[src/rtl/rvseed_ifu_prefetch.sv]
// rvseed_ifu_prefetch: AXI4 read-master instruction prefetcher for the RVSEED core.
// Sequential words are fetched in INCR bursts that never cross a 4KB page.
// FIFO credits are reserved before each AR is issued, so the FIFO cannot overflow.
// Entries are handed to decode first-word-fall-through over a valid/ready handshake.
// A redirect flushes the FIFO and drains any in-flight burst before fetch resumes.
// Optional: define IFU_PREFETCH_PERF_CNT_EN to add the perf_fetch_cnt/perf_drop_cnt ports.
module rvseed_ifu_prefetch #(
    parameter int              ADDR_W     = 32,
    parameter int              DATA_W     = 32,
    parameter int              ID_W       = 4,
    parameter int              AXI_ID     = 0,
    parameter int              FIFO_DEPTH = 8,
    parameter int              BURST_LEN  = 4,
    parameter logic [ADDR_W-1:0] RESET_PC = 32'h0000_0000
) (
    input  logic              clk,
    input  logic              rst,
    input  logic              enable,
    input  logic              redirect_valid,
    input  logic [ADDR_W-1:0] redirect_pc,
    output logic              ifu_mst_arvalid,
    input  logic              ifu_mst_arready,
    output logic [ID_W-1:0]   ifu_mst_arid,
    output logic [ADDR_W-1:0] ifu_mst_araddr,
    output logic [7:0]        ifu_mst_arlen,
    output logic [2:0]        ifu_mst_arsize,
    output logic [1:0]        ifu_mst_arburst,
    output logic              ifu_mst_arlock,
    output logic [3:0]        ifu_mst_arcache,
    output logic [2:0]        ifu_mst_arprot,
    output logic [3:0]        ifu_mst_arqos,
    output logic [3:0]        ifu_mst_arregion,
    input  logic              ifu_mst_rvalid,
    output logic              ifu_mst_rready,
    input  logic [ID_W-1:0]   ifu_mst_rid,
    input  logic [DATA_W-1:0] ifu_mst_rdata,
    input  logic [1:0]        ifu_mst_rresp,
    input  logic              ifu_mst_rlast,
    output logic              inst_valid,
    input  logic              inst_ready,
    output logic [DATA_W-1:0] inst,
    output logic [ADDR_W-1:0] inst_pc,
    output logic              inst_err
`ifdef IFU_PREFETCH_PERF_CNT_EN
    ,
    output logic [31:0]       perf_fetch_cnt,
    output logic [31:0]       perf_drop_cnt
`endif
);

    localparam int PTR_W = (FIFO_DEPTH > 1) ? $clog2(FIFO_DEPTH) : 1;
    localparam int CNT_W = $clog2(FIFO_DEPTH) + 1;

    typedef enum logic [1:0] {IDLE = 2'd0, ADDR = 2'd1, DATA = 2'd2, DRAIN = 2'd3} state_t;

    state_t             state_r;
    logic [ADDR_W-1:0]  fetch_pc_r;
    logic [ADDR_W-1:0]  araddr_r;
    logic [7:0]         arlen_r;
    logic               arvalid_r;
    logic               rready_r;
    logic               abort_r;     // redirect seen while AR was still waiting
    logic [ADDR_W-1:0]  wr_pc_r;     // PC of the next beat to be written

    logic [DATA_W-1:0]  mem_data_r [FIFO_DEPTH];
    logic [ADDR_W-1:0]  mem_pc_r   [FIFO_DEPTH];
    logic               mem_err_r  [FIFO_DEPTH];
    logic [PTR_W-1:0]   wptr_r;
    logic [PTR_W-1:0]   rptr_r;
    logic [CNT_W-1:0]   count_r;

    logic [10:0]        words_to_bnd_s;
    logic [10:0]        beats_s;
    logic [CNT_W-1:0]   free_s;
    logic               start_s;
    logic               ar_fire_s;
    logic               r_fire_s;
    logic               push_s;
    logic               pop_s;
    logic               drop_beat_s;
    logic [ADDR_W-1:0]  burst_bytes_s;
    logic               unused_s;

    assign words_to_bnd_s = 11'd1024 - {1'b0, fetch_pc_r[11:2]};
    assign beats_s        = (words_to_bnd_s < 11'(BURST_LEN)) ? words_to_bnd_s : 11'(BURST_LEN);
    assign free_s         = CNT_W'(FIFO_DEPTH) - count_r;
    assign start_s        = (state_r == IDLE) && enable && !redirect_valid && (11'(free_s) >= beats_s);
    assign ar_fire_s      = arvalid_r && ifu_mst_arready;
    assign r_fire_s       = rready_r && ifu_mst_rvalid;
    // A beat arriving in the redirect cycle belongs to the old stream: drop it.
    assign push_s         = r_fire_s && (state_r == DATA) && !redirect_valid;
    assign pop_s          = inst_valid && inst_ready && !redirect_valid;
    assign drop_beat_s    = r_fire_s && !push_s;
    assign burst_bytes_s  = ADDR_W'({(9'(arlen_r) + 9'd1), 2'b00});
    assign unused_s       = ^ifu_mst_rid;

    assign ifu_mst_arvalid  = arvalid_r;
    assign ifu_mst_araddr   = araddr_r;
    assign ifu_mst_arlen    = arlen_r;
    assign ifu_mst_arid     = ID_W'(AXI_ID);
    assign ifu_mst_arsize   = 3'($clog2(DATA_W / 8));
    assign ifu_mst_arburst  = 2'b01;
    assign ifu_mst_arlock   = 1'b0;
    assign ifu_mst_arcache  = 4'b0010;
    assign ifu_mst_arprot   = 3'b100;
    assign ifu_mst_arqos    = 4'b0000;
    assign ifu_mst_arregion = 4'b0000;
    assign ifu_mst_rready   = rready_r;

    assign inst_valid = (count_r != CNT_W'(0));
    assign inst       = mem_data_r[rptr_r];
    assign inst_pc    = mem_pc_r[rptr_r];
    assign inst_err   = mem_err_r[rptr_r];

    // Fetch FSM: AR issue, R acceptance/drain, fetch PC tracking.
    always_ff @(posedge clk or posedge rst) begin
        if (rst) begin
            state_r    <= IDLE;
            fetch_pc_r <= RESET_PC;
            araddr_r   <= '0;
            arlen_r    <= 8'd0;
            arvalid_r  <= 1'b0;
            rready_r   <= 1'b0;
            abort_r    <= 1'b0;
            wr_pc_r    <= '0;
        end else begin
            if (redirect_valid) begin
                fetch_pc_r <= redirect_pc;
            end
            if (push_s) begin
                wr_pc_r <= wr_pc_r + ADDR_W'(32'd4);
            end
            case (state_r)
                IDLE: begin
                    if (start_s) begin
                        state_r   <= ADDR;
                        arvalid_r <= 1'b1;
                        araddr_r  <= fetch_pc_r;
                        arlen_r   <= 8'(beats_s - 11'd1);
                        abort_r   <= 1'b0;
                    end
                end
                ADDR: begin
                    if (ar_fire_s) begin
                        arvalid_r <= 1'b0;
                        rready_r  <= 1'b1;
                        wr_pc_r   <= araddr_r;
                        if (redirect_valid || abort_r) begin
                            state_r <= DRAIN;
                        end else begin
                            state_r    <= DATA;
                            fetch_pc_r <= fetch_pc_r + burst_bytes_s;
                        end
                    end else if (redirect_valid) begin
                        abort_r <= 1'b1;
                    end
                end
                DATA: begin
                    if (r_fire_s && ifu_mst_rlast) begin
                        state_r  <= IDLE;
                        rready_r <= 1'b0;
                    end else if (redirect_valid) begin
                        state_r <= DRAIN;
                    end
                end
                DRAIN: begin
                    if (r_fire_s && ifu_mst_rlast) begin
                        state_r  <= IDLE;
                        rready_r <= 1'b0;
                    end
                end
                default: begin
                    state_r   <= IDLE;
                    arvalid_r <= 1'b0;
                    rready_r  <= 1'b0;
                end
            endcase
        end
    end

    // Instruction FIFO: push from R channel, pop to decode, flush on redirect.
    always_ff @(posedge clk or posedge rst) begin
        if (rst) begin
            wptr_r  <= '0;
            rptr_r  <= '0;
            count_r <= '0;
            for (int i = 0; i < FIFO_DEPTH; i++) begin
                mem_data_r[i] <= '0;
                mem_pc_r[i]   <= '0;
                mem_err_r[i]  <= 1'b0;
            end
        end else if (redirect_valid) begin
            wptr_r  <= '0;
            rptr_r  <= '0;
            count_r <= '0;
        end else begin
            if (push_s) begin
                mem_data_r[wptr_r] <= ifu_mst_rdata;
                mem_pc_r[wptr_r]   <= wr_pc_r;
                mem_err_r[wptr_r]  <= (ifu_mst_rresp != 2'b00);
                wptr_r             <= wptr_r + PTR_W'(1);
            end
            if (pop_s) begin
                rptr_r <= rptr_r + PTR_W'(1);
            end
            case ({push_s, pop_s})
                2'b10:   count_r <= count_r + CNT_W'(1);
                2'b01:   count_r <= count_r - CNT_W'(1);
                default: count_r <= count_r;
            endcase
        end
    end

`ifdef IFU_PREFETCH_PERF_CNT_EN
    function automatic logic [31:0] sat_add(input logic [31:0] a, input logic [31:0] b);
        logic [32:0] sum;
        sum = {1'b0, a} + {1'b0, b};
        return sum[32] ? 32'hFFFF_FFFF : sum[31:0];
    endfunction

    logic [31:0] drop_inc_s;
    assign drop_inc_s = (redirect_valid ? 32'(count_r) : 32'd0) + (drop_beat_s ? 32'd1 : 32'd0);

    // Saturating event counters for accepted and discarded beats.
    always_ff @(posedge clk or posedge rst) begin
        if (rst) begin
            perf_fetch_cnt <= 32'd0;
            perf_drop_cnt  <= 32'd0;
        end else begin
            perf_fetch_cnt <= sat_add(perf_fetch_cnt, push_s ? 32'd1 : 32'd0);
            perf_drop_cnt  <= sat_add(perf_drop_cnt, drop_inc_s);
        end
    end
`endif

endmodule

[config.mk]
export PLATFORM = sky130hd
export DESIGN_NAME = rvseed_ifu_prefetch
export DESIGN_NICKNAME = d
export VERILOG_FILES = /design/src/rtl/rvseed_ifu_prefetch.sv
export SDC_FILE = /design/constraint.sdc
export NUM_CORES = 1
export LEC_CHECK = 0
export BUFFER_PORTS_ARGS = -buffer_cell sky130_fd_sc_hd__buf_2
export CAP_MARGIN = 40
export CORE_MARGIN = 2
export CORE_UTILIZATION = 30
export CTS_BUF_LIST = sky130_fd_sc_hd__clkbuf_8
export DETAILED_ROUTE_END_ITERATION = 10
export PLACE_DENSITY = 0.46
export REMOVE_ABC_BUFFERS = 1
export SETUP_SLACK_MARGIN = 0.4
export SYNTH_ARGS = -nofsm -noshare
export SYNTH_HDL_FRONTEND = slang
export SYNTH_SLANG_ARGS = --single-unit
[constraint.sdc]
create_clock -name clk -period 27.1 [get_ports clk]
set_input_delay 0 -clock clk [delete_from_list [all_inputs] [get_ports clk]]
set_output_delay 0 -clock clk [all_outputs]
set_load 0.03 [all_outputs]
==> results of run 1 <==
-- worst min-delay path by stage --
stage,cells past startpoint,to,slack (ps)
after floorplan,1,count_r[2]$_DFFE_PP0P_,60
after global placement,2,mem_data_r[45]$_DFFE_PP0P_,210
final,4,fetch_pc_r[8]$_DFF_PP0_,90
after detailed placement,3,fetch_pc_r[15]$_DFF_PP0_,220
after CTS,4,fetch_pc_r[25]$_DFF_PP0_,4
after global routing,4,fetch_pc_r[8]$_DFF_PP0_,50
-- synthesized netlist by cell type (all sizes together) (11+ instances only) --
cell,number,area [sq um]
dfrtp,639,16000
mux2,615,6930
mux4,130,2930
buf,115,754
nand2,101,382
clkbuf,70,263
nand3,54,275
o21ai,39,195
nor2,35,131
a21oi,33,165
nand4,26,163
xor2,26,228
ha,22,275
nor2b,22,138
nor3,21,110
xnor2,18,158
inv,16,60.1
mux2i,13,130
a21o,11,82.6
-- sequential cells by signal, indices dropped and copies added (netlist names) --
signal / cells
mem_pc_r: 256
ifu_mst_arlen: 8
fetch_pc_r: 32
mem_err_r: 8
ifu_mst_arvalid: 1
rptr_r: 3
mem_data_r: 256
abort_r: 1
state_r: 2
wptr_r: 3
count_r: 4
ifu_mst_araddr: 32
ifu_mst_rready: 1
wr_pc_r: 32
-- placed cells by master, fill, tap and decap left out, types with 19 or more instances in the layout --
cell type      instances
a21oi_1               33
nand3_1               53
nor2_1                35
mux2_1                19
o21ai_0               39
clkbuf_8             143
xor2_1                26
nand4_1               26
nor2b_1               22
nand2_1              100
dlygate4sd3_1        122
buf_4                 26
nor3_1                20
inv_1                 52
mux2_2               596
conb_1                26
dfrtp_1              636
ha_1                  22
buf_2                181
mux4_2               130
-- layout make-up --
cell class | instances | area, sq um | share of cell area [%]
tap | 1357 | 1700 | 4.71
timing repair buffer | 338 | 2540 | 7.05
clock buffer | 143 | 1970 | 5.47
inverter | 16 | 67.6 | 0.188
clock inverter | 53 | 299 | 0.830
sequential | 639 | 16000 | 44.4
antenna | 1 | 2.50 | 0.00695
multi-input combinational | 1310 | 13400 | 37.3
-- power by group --
group          switching, mW  total (mW)  internal [mW]
clock                  0.407       0.896          0.489
combinational         0.0464      0.0774         0.0309
sequential           0.00740       0.967          0.959
total                  0.461        1.94           1.48
-- cells by family (layout without fill, tap and decap cells) --
family                     Yosys count  after routing
AOI/OAI and AO/OA                  136            136
xor gates and xnor gates            44             44
adders and majority gates           24             24
buffers and inverters              201            550
DFF                                639            639
muxes                              758            758
other                                2             27
and+or+nand+nor                    322            322
-- critical path: stages (launching register included) --
cell,delay [ps]
dfrtp_1,450
inv_1,100
ha_1,160
o21ai_0,70
mux2_2,260
nor3_1,560
nand2_1,210
inv_1,100
ha_1,220
nand2b_1,130
a21oi_1,140
o21a_1,230
nand2b_2,560
buf_4,450
mux2_2,380
-- through the flow --
stage / util (%) / hold slack [ps] / setup WS [ps]
6_report: 35.9 / 85.8 / 22910
5_1_grt: 35.9 / 47.1 / 22560
4_1_cts: 35.9 / 4.43 / 22840
3_5_place_dp: 32.4 / 221 / 22900
3_3_place_gp: 32.2 / 210 / 22910
2_1_floorplan: - / 63.1 / 9200
-- per-layer routing --
layer  routed length [microns]  global-route usage (%)  share of wire (%)  vias to the layer above
met1                     36100                    20.6                 44                     9867
met2                     39700                    26.6                 49                      367
met4                      1780                    4.16                2.2                        0
li1                          -                       -                  -                     8383
met5                         0                       0                  0                        -
met3                      3550                    3.18                4.4                      131
==> run summary, run 1 <==
status: finished clean
worst r2r src: fetch_pc_r[3]$_DFF_PP0_
non-filler cells, final: 3857
RSZ-0062 raised after global routing: false
Slew Limit Headroom: 29.3%
CTS tree: yes
Async SR Flop Fraction: 100%
CTS sink cnt: 639
clk root buf: clkbuf_8
vias in the first global route: 20600
die area: 0.104 sq mm
r2r setup slk: 22910 ps
Main synth FF type: dfrtp_1
fin. max-slew vios: 0
Via Count: 18700
DRT iter0 DRCs: 1036
Layout area overhead: 18.6%
CTS buffer count: 112
largest family of logic cells by synthesized area: multiplexers
all-layer global routing usage: 15.8%
synthesized flop and latch total: 639
IO Count: 211
max frequency: 0.239 GHz
post-synthesis cell area: 0.0304 sq mm
CTS Hold Bufs: 122
Worst Min Path Start: redirect_pc[8]
Hold Crit Class: in -> reg
Worst-Skew Late Latency: 740 ps
final period utilization: 15.5%
final wirelength: 81100 microns
pin count of the biggest net entering global routing: 184
Synthesis Warnings: 0
dpl hpwl: 49500 microns
critical path startpoint category: flop
Final TNS setup: 0 ps
Synth Area in Simple Gates: 5.67%
reg-to-reg endpoint: ifu_mst_araddr[27]$_DFFE_PP0P_
Pre-antenna DRT Iters: 5
Mapped Cells: 2126
Pwr Density: 53.9 mW/mm^2
Final Power: 1.94 mW
Leakage Power: 17.3 nW
peak supply drop: 0.0300 mV
WS Path Type: reg -> reg
Synth Area in Compound Gates: 2.93%
synth unique cells: 68
critical path required time: 27680 ps
antenna violations before repair: 1
antenna viol nets, final: 0
Post-Synth Adder-Cell Area: 1.04%
placed cell area: 0.0325 sq mm
fillers: 9713
gr ovfl total: 0
Clock transition at path regs: 60 ps
mean post-synth cell area: 14.3 sq um
postcts setup bufs: 0
Hold Vio Cnt, Final: 0
crit path launch: fetch_pc_r[3]$_DFF_PP0_
first-pass GRT wire length: 125000 microns
Clock Skews: 40.9 ps
total of max-cap violations: 0
worst slew pin tran: 1060 ps
crit path to: ifu_mst_araddr[27]$_DFFE_PP0P_
Post-synth EDFFs: 0
critical-path maximum fanout: 23
H-Tree Depth: 3
gp weighted congestion: 0.790
xor/xnor share of the synthesized area: 1.27%
WL per Instance: 21.0 microns
Inst Count DP: 3538
IO buf count: 181
setup violators final: 0
Setup crit end kind: flop
die height: 322 microns
fin nets: 2519
register area share after synthesis: 52.7%
mux cell area share after synthesis: 32.9%
CTS resizes: 0
min Tclk post-route: 4190 ps
design area: 0.0360 sq mm
# DRC: 0
initial core utilization: 30.3%
Via-to-Cell Ratio: 4.86
Die W: 322 microns
share of cells above drive strength 1: 45.1%
Core Box Area: 0.100 sq mm
depth of the most critical reg-to-reg path: 14
Max Root-Sink Buffers: 3
Data arrival, critical path: 4780 ps
Rows: 116
Power figures use the tool's default switching activity.
==> run 2, diff against run 1 <==
- clock period: 27.1 -> 4.2 ns (I/O delays scaled with it)
==> run summary, run 2 (synthesis gave the netlist of run 1 again) <==
Clock Skews: 29.9 ps (was 40.9 ps)
Hold Path Sink: fetch_pc_r[5]$_DFF_PP0_ (was fetch_pc_r[8]$_DFF_PP0_)
worst r2r src: ifu_mst_arlen[0]$_DFFE_PP0P_ (was fetch_pc_r[3]$_DFF_PP0_)
Clock transition at path regs: 60 ps (about the same)
clk root buf: clkbuf_8 (unchanged)
share of cells above drive strength 1: 45.9% (was 45.1%)
total of max-cap violations: 0 (unchanged)
Pre-antenna DRT Iters: 5 (unchanged)
Via-to-Cell Ratio: 4.85 (was 4.86)
RSZ-0062 raised after global routing: false (unchanged)
critical path required time: 4840 ps (was 27680 ps)
worst slew pin tran: 899 ps (was 1060 ps)
Util after Layout: 35.9% (about the same)
critical-path maximum fanout: 8 (was 23)
Core Box Area: 0.100 sq mm (unchanged)
Die W: 322 microns (unchanged)
WL per Instance: 20.9 microns (was 21.0 microns)
status: finished clean (unchanged)
critical path startpoint category: flop (unchanged)
die area: 0.104 sq mm (unchanged)
pin count of the biggest net entering global routing: 113 (was 184)
CTS buffer count: 113 (was 112)
gr ovfl total: 0 (unchanged)
setup violators final: 0 (unchanged)
Hold Crit Class: in -> reg (unchanged)
Worst-Skew Late Latency: 720 ps (was 740 ps)
gp weighted congestion: 0.775 (was 0.790)
Via Count: 18700 (about the same)
max frequency: 0.281 GHz (was 0.239 GHz)
antenna viol nets, final: 0 (unchanged)
most frequent cells in the layout: dfrtp_1 (636), mux2_2 (596), buf_2 (180) (was dfrtp_1 (636), mux2_2 (596), buf_2 (181))
Max Root-Sink Buffers: 3 (unchanged)
Data arrival, critical path: 4200 ps (was 4780 ps)
antenna violations before repair: 2 (was 1)
initial core utilization: 30.3% (unchanged)
die height: 322 microns (unchanged)
fin. max-slew vios: 0 (unchanged)
Layout area overhead: 18.4% (was 18.6%)
postcts setup bufs: 0 (unchanged)
CTS tree: yes (unchanged)
fin nets: 2501 (was 2519)
Worst Hold Depth: 3 (was 4)
commonest non-fill, non-tap cell in the layout: dfrtp_1 (unchanged)
IO buf count: 181 (unchanged)
all-layer global routing usage: 15.7% (was 15.8%)
vias in the first global route: 20500 (was 20600)
Rows: 116 (unchanged)
IO Count: 211 (unchanged)
Pwr Density: 349 mW/mm^2 (was 53.9 mW/mm^2)
WS Path Type: reg -> reg (unchanged)
Leakage Power: 17.3 nW (about the same)
peak supply drop: 0.200 mV (was 0.0300 mV)
dpl hpwl: 50300 microns (was 49500 microns)
Final Worst Setup Slack: 638 ps (was 22910 ps)
depth of the most critical reg-to-reg path: 11 (was 14)
H-Tree Depth: 3 (unchanged)
Worst Min Path Start: redirect_pc[5] (was redirect_pc[8])
final wirelength: 80500 microns (was 81100 microns)
r2r setup slk: 640 ps (was 22910 ps)
DRT iter0 DRCs: 971 (was 1036)
Final TNS setup: 0 ps (unchanged)
Slew Limit Headroom: 40.1% (was 29.3%)
Hold Vio Cnt, Final: 0 (unchanged)
# DRC: 0 (unchanged)
reg-to-reg endpoint: fetch_pc_r[27]$_DFF_PP0_ (was ifu_mst_araddr[27]$_DFFE_PP0P_)
CTS sink cnt: 639 (unchanged)
fillers: 9729 (was 9713)
DP Worst Slack: 733 ps (was 22900 ps)
first-pass GRT wire length: 126000 microns (was 125000 microns)
final period utilization: 84.8% (was 15.5%)
Top Registers: mem_data_r (256), mem_pc_r (256) (unchanged)
Setup crit end kind: flop (unchanged)
min Tclk post-route: 3560 ps (was 4190 ps)
## run 2: how the worst max path moves through the flow
stage	cells after the start	startpoint	slack, ps	to
final	11	ifu_mst_arlen[0]$_DFFE_PP0P_	640	fetch_pc_r[27]$_DFF_PP0_
after global routing	11	ifu_mst_arlen[0]$_DFFE_PP0P_	440	fetch_pc_r[27]$_DFF_PP0_
after CTS	11	ifu_mst_arlen[0]$_DFFE_PP0P_	580	fetch_pc_r[27]$_DFF_PP0_
after detailed placement	15	fetch_pc_r[3]$_DFF_PP0_	730	ifu_mst_araddr[26]$_DFFE_PP0P_
after global placement	15	fetch_pc_r[3]$_DFF_PP0_	720	ifu_mst_araddr[29]$_DFFE_PP0P_
after floorplan	1	rst	-13700	abort_r$_DFFE_PP0P_
## run 2: metrics by stage
step / total power [mW] / hold WS [ps] / std cells / area (sq um)
4_1_cts: 12.8 / 11.8 / 3849 / 35900
3_3_place_gp: 6.74 / 206 / 3551 / 32700
3_5_place_dp: 6.75 / 218 / 3552 / 32700
2_1_floorplan: 6.57 / 63.1 / 1965 / 29400
5_1_grt: 13.2 / 53.5 / 3851 / 36000
6_report: 12.6 / 86.0 / 3851 / 36000
## run 2: report_power, final
part / leakage [nW] / internal (mW) / switching, mW / total [mW]
logic: 7.12 / 0.163 / 0.297 / 0.460
registers: 8.81 / 6.19 / 0.0485 / 6.24
clock network: 1.38 / 3.25 / 2.62 / 5.87
## run 2: cell type report
cell class	instances	area, sq um	area share, %
Inverter	16	67.6	0.188
Timing Repair Buffer	319	2380	6.62
Clock buffer	151	2080	5.78
Tap cell	1357	1700	4.72
Multi-Input combinational cell	1310	13400	37.4
Antenna cell	2	5.00	0.0139
Sequential cell	639	16000	44.5
Clock inverter	57	283	0.786
## run 2: timing repair
| action | 4_1_cts | 5_1_grt |
|---|---|---|
| endpoints found under the setup margin | 0 | 2 |
| endpoints found under the hold margin | 422 | 0 |
| resized for setup | 0 | 2 |
| hold buffers | 89 | 0 |
## run 2: routing by layer
layer / up-vias / part of all wire [%] / GRT usage, %
met5: - / 0 / 0
met3: 134 / 3.6 / 2.78
li1: 8363 / - / -
met2: 330 / 48 / 26.4
met4: 0 / 2.5 / 4.78
met1: 9842 / 45 / 20.8
## run 2: worst max-delay path, cell delays in order (launching register included)
cell and delay [ps]:
dfrtp_1 420, inv_1 100, nor3_1 320, nand4_1 160
xnor2_1 180, ha_1 420, and3_1 230, nand3_1 130
a21oi_1 580, o211ai_1 190, a211oi_1 200, dlygate4sd3_1 570
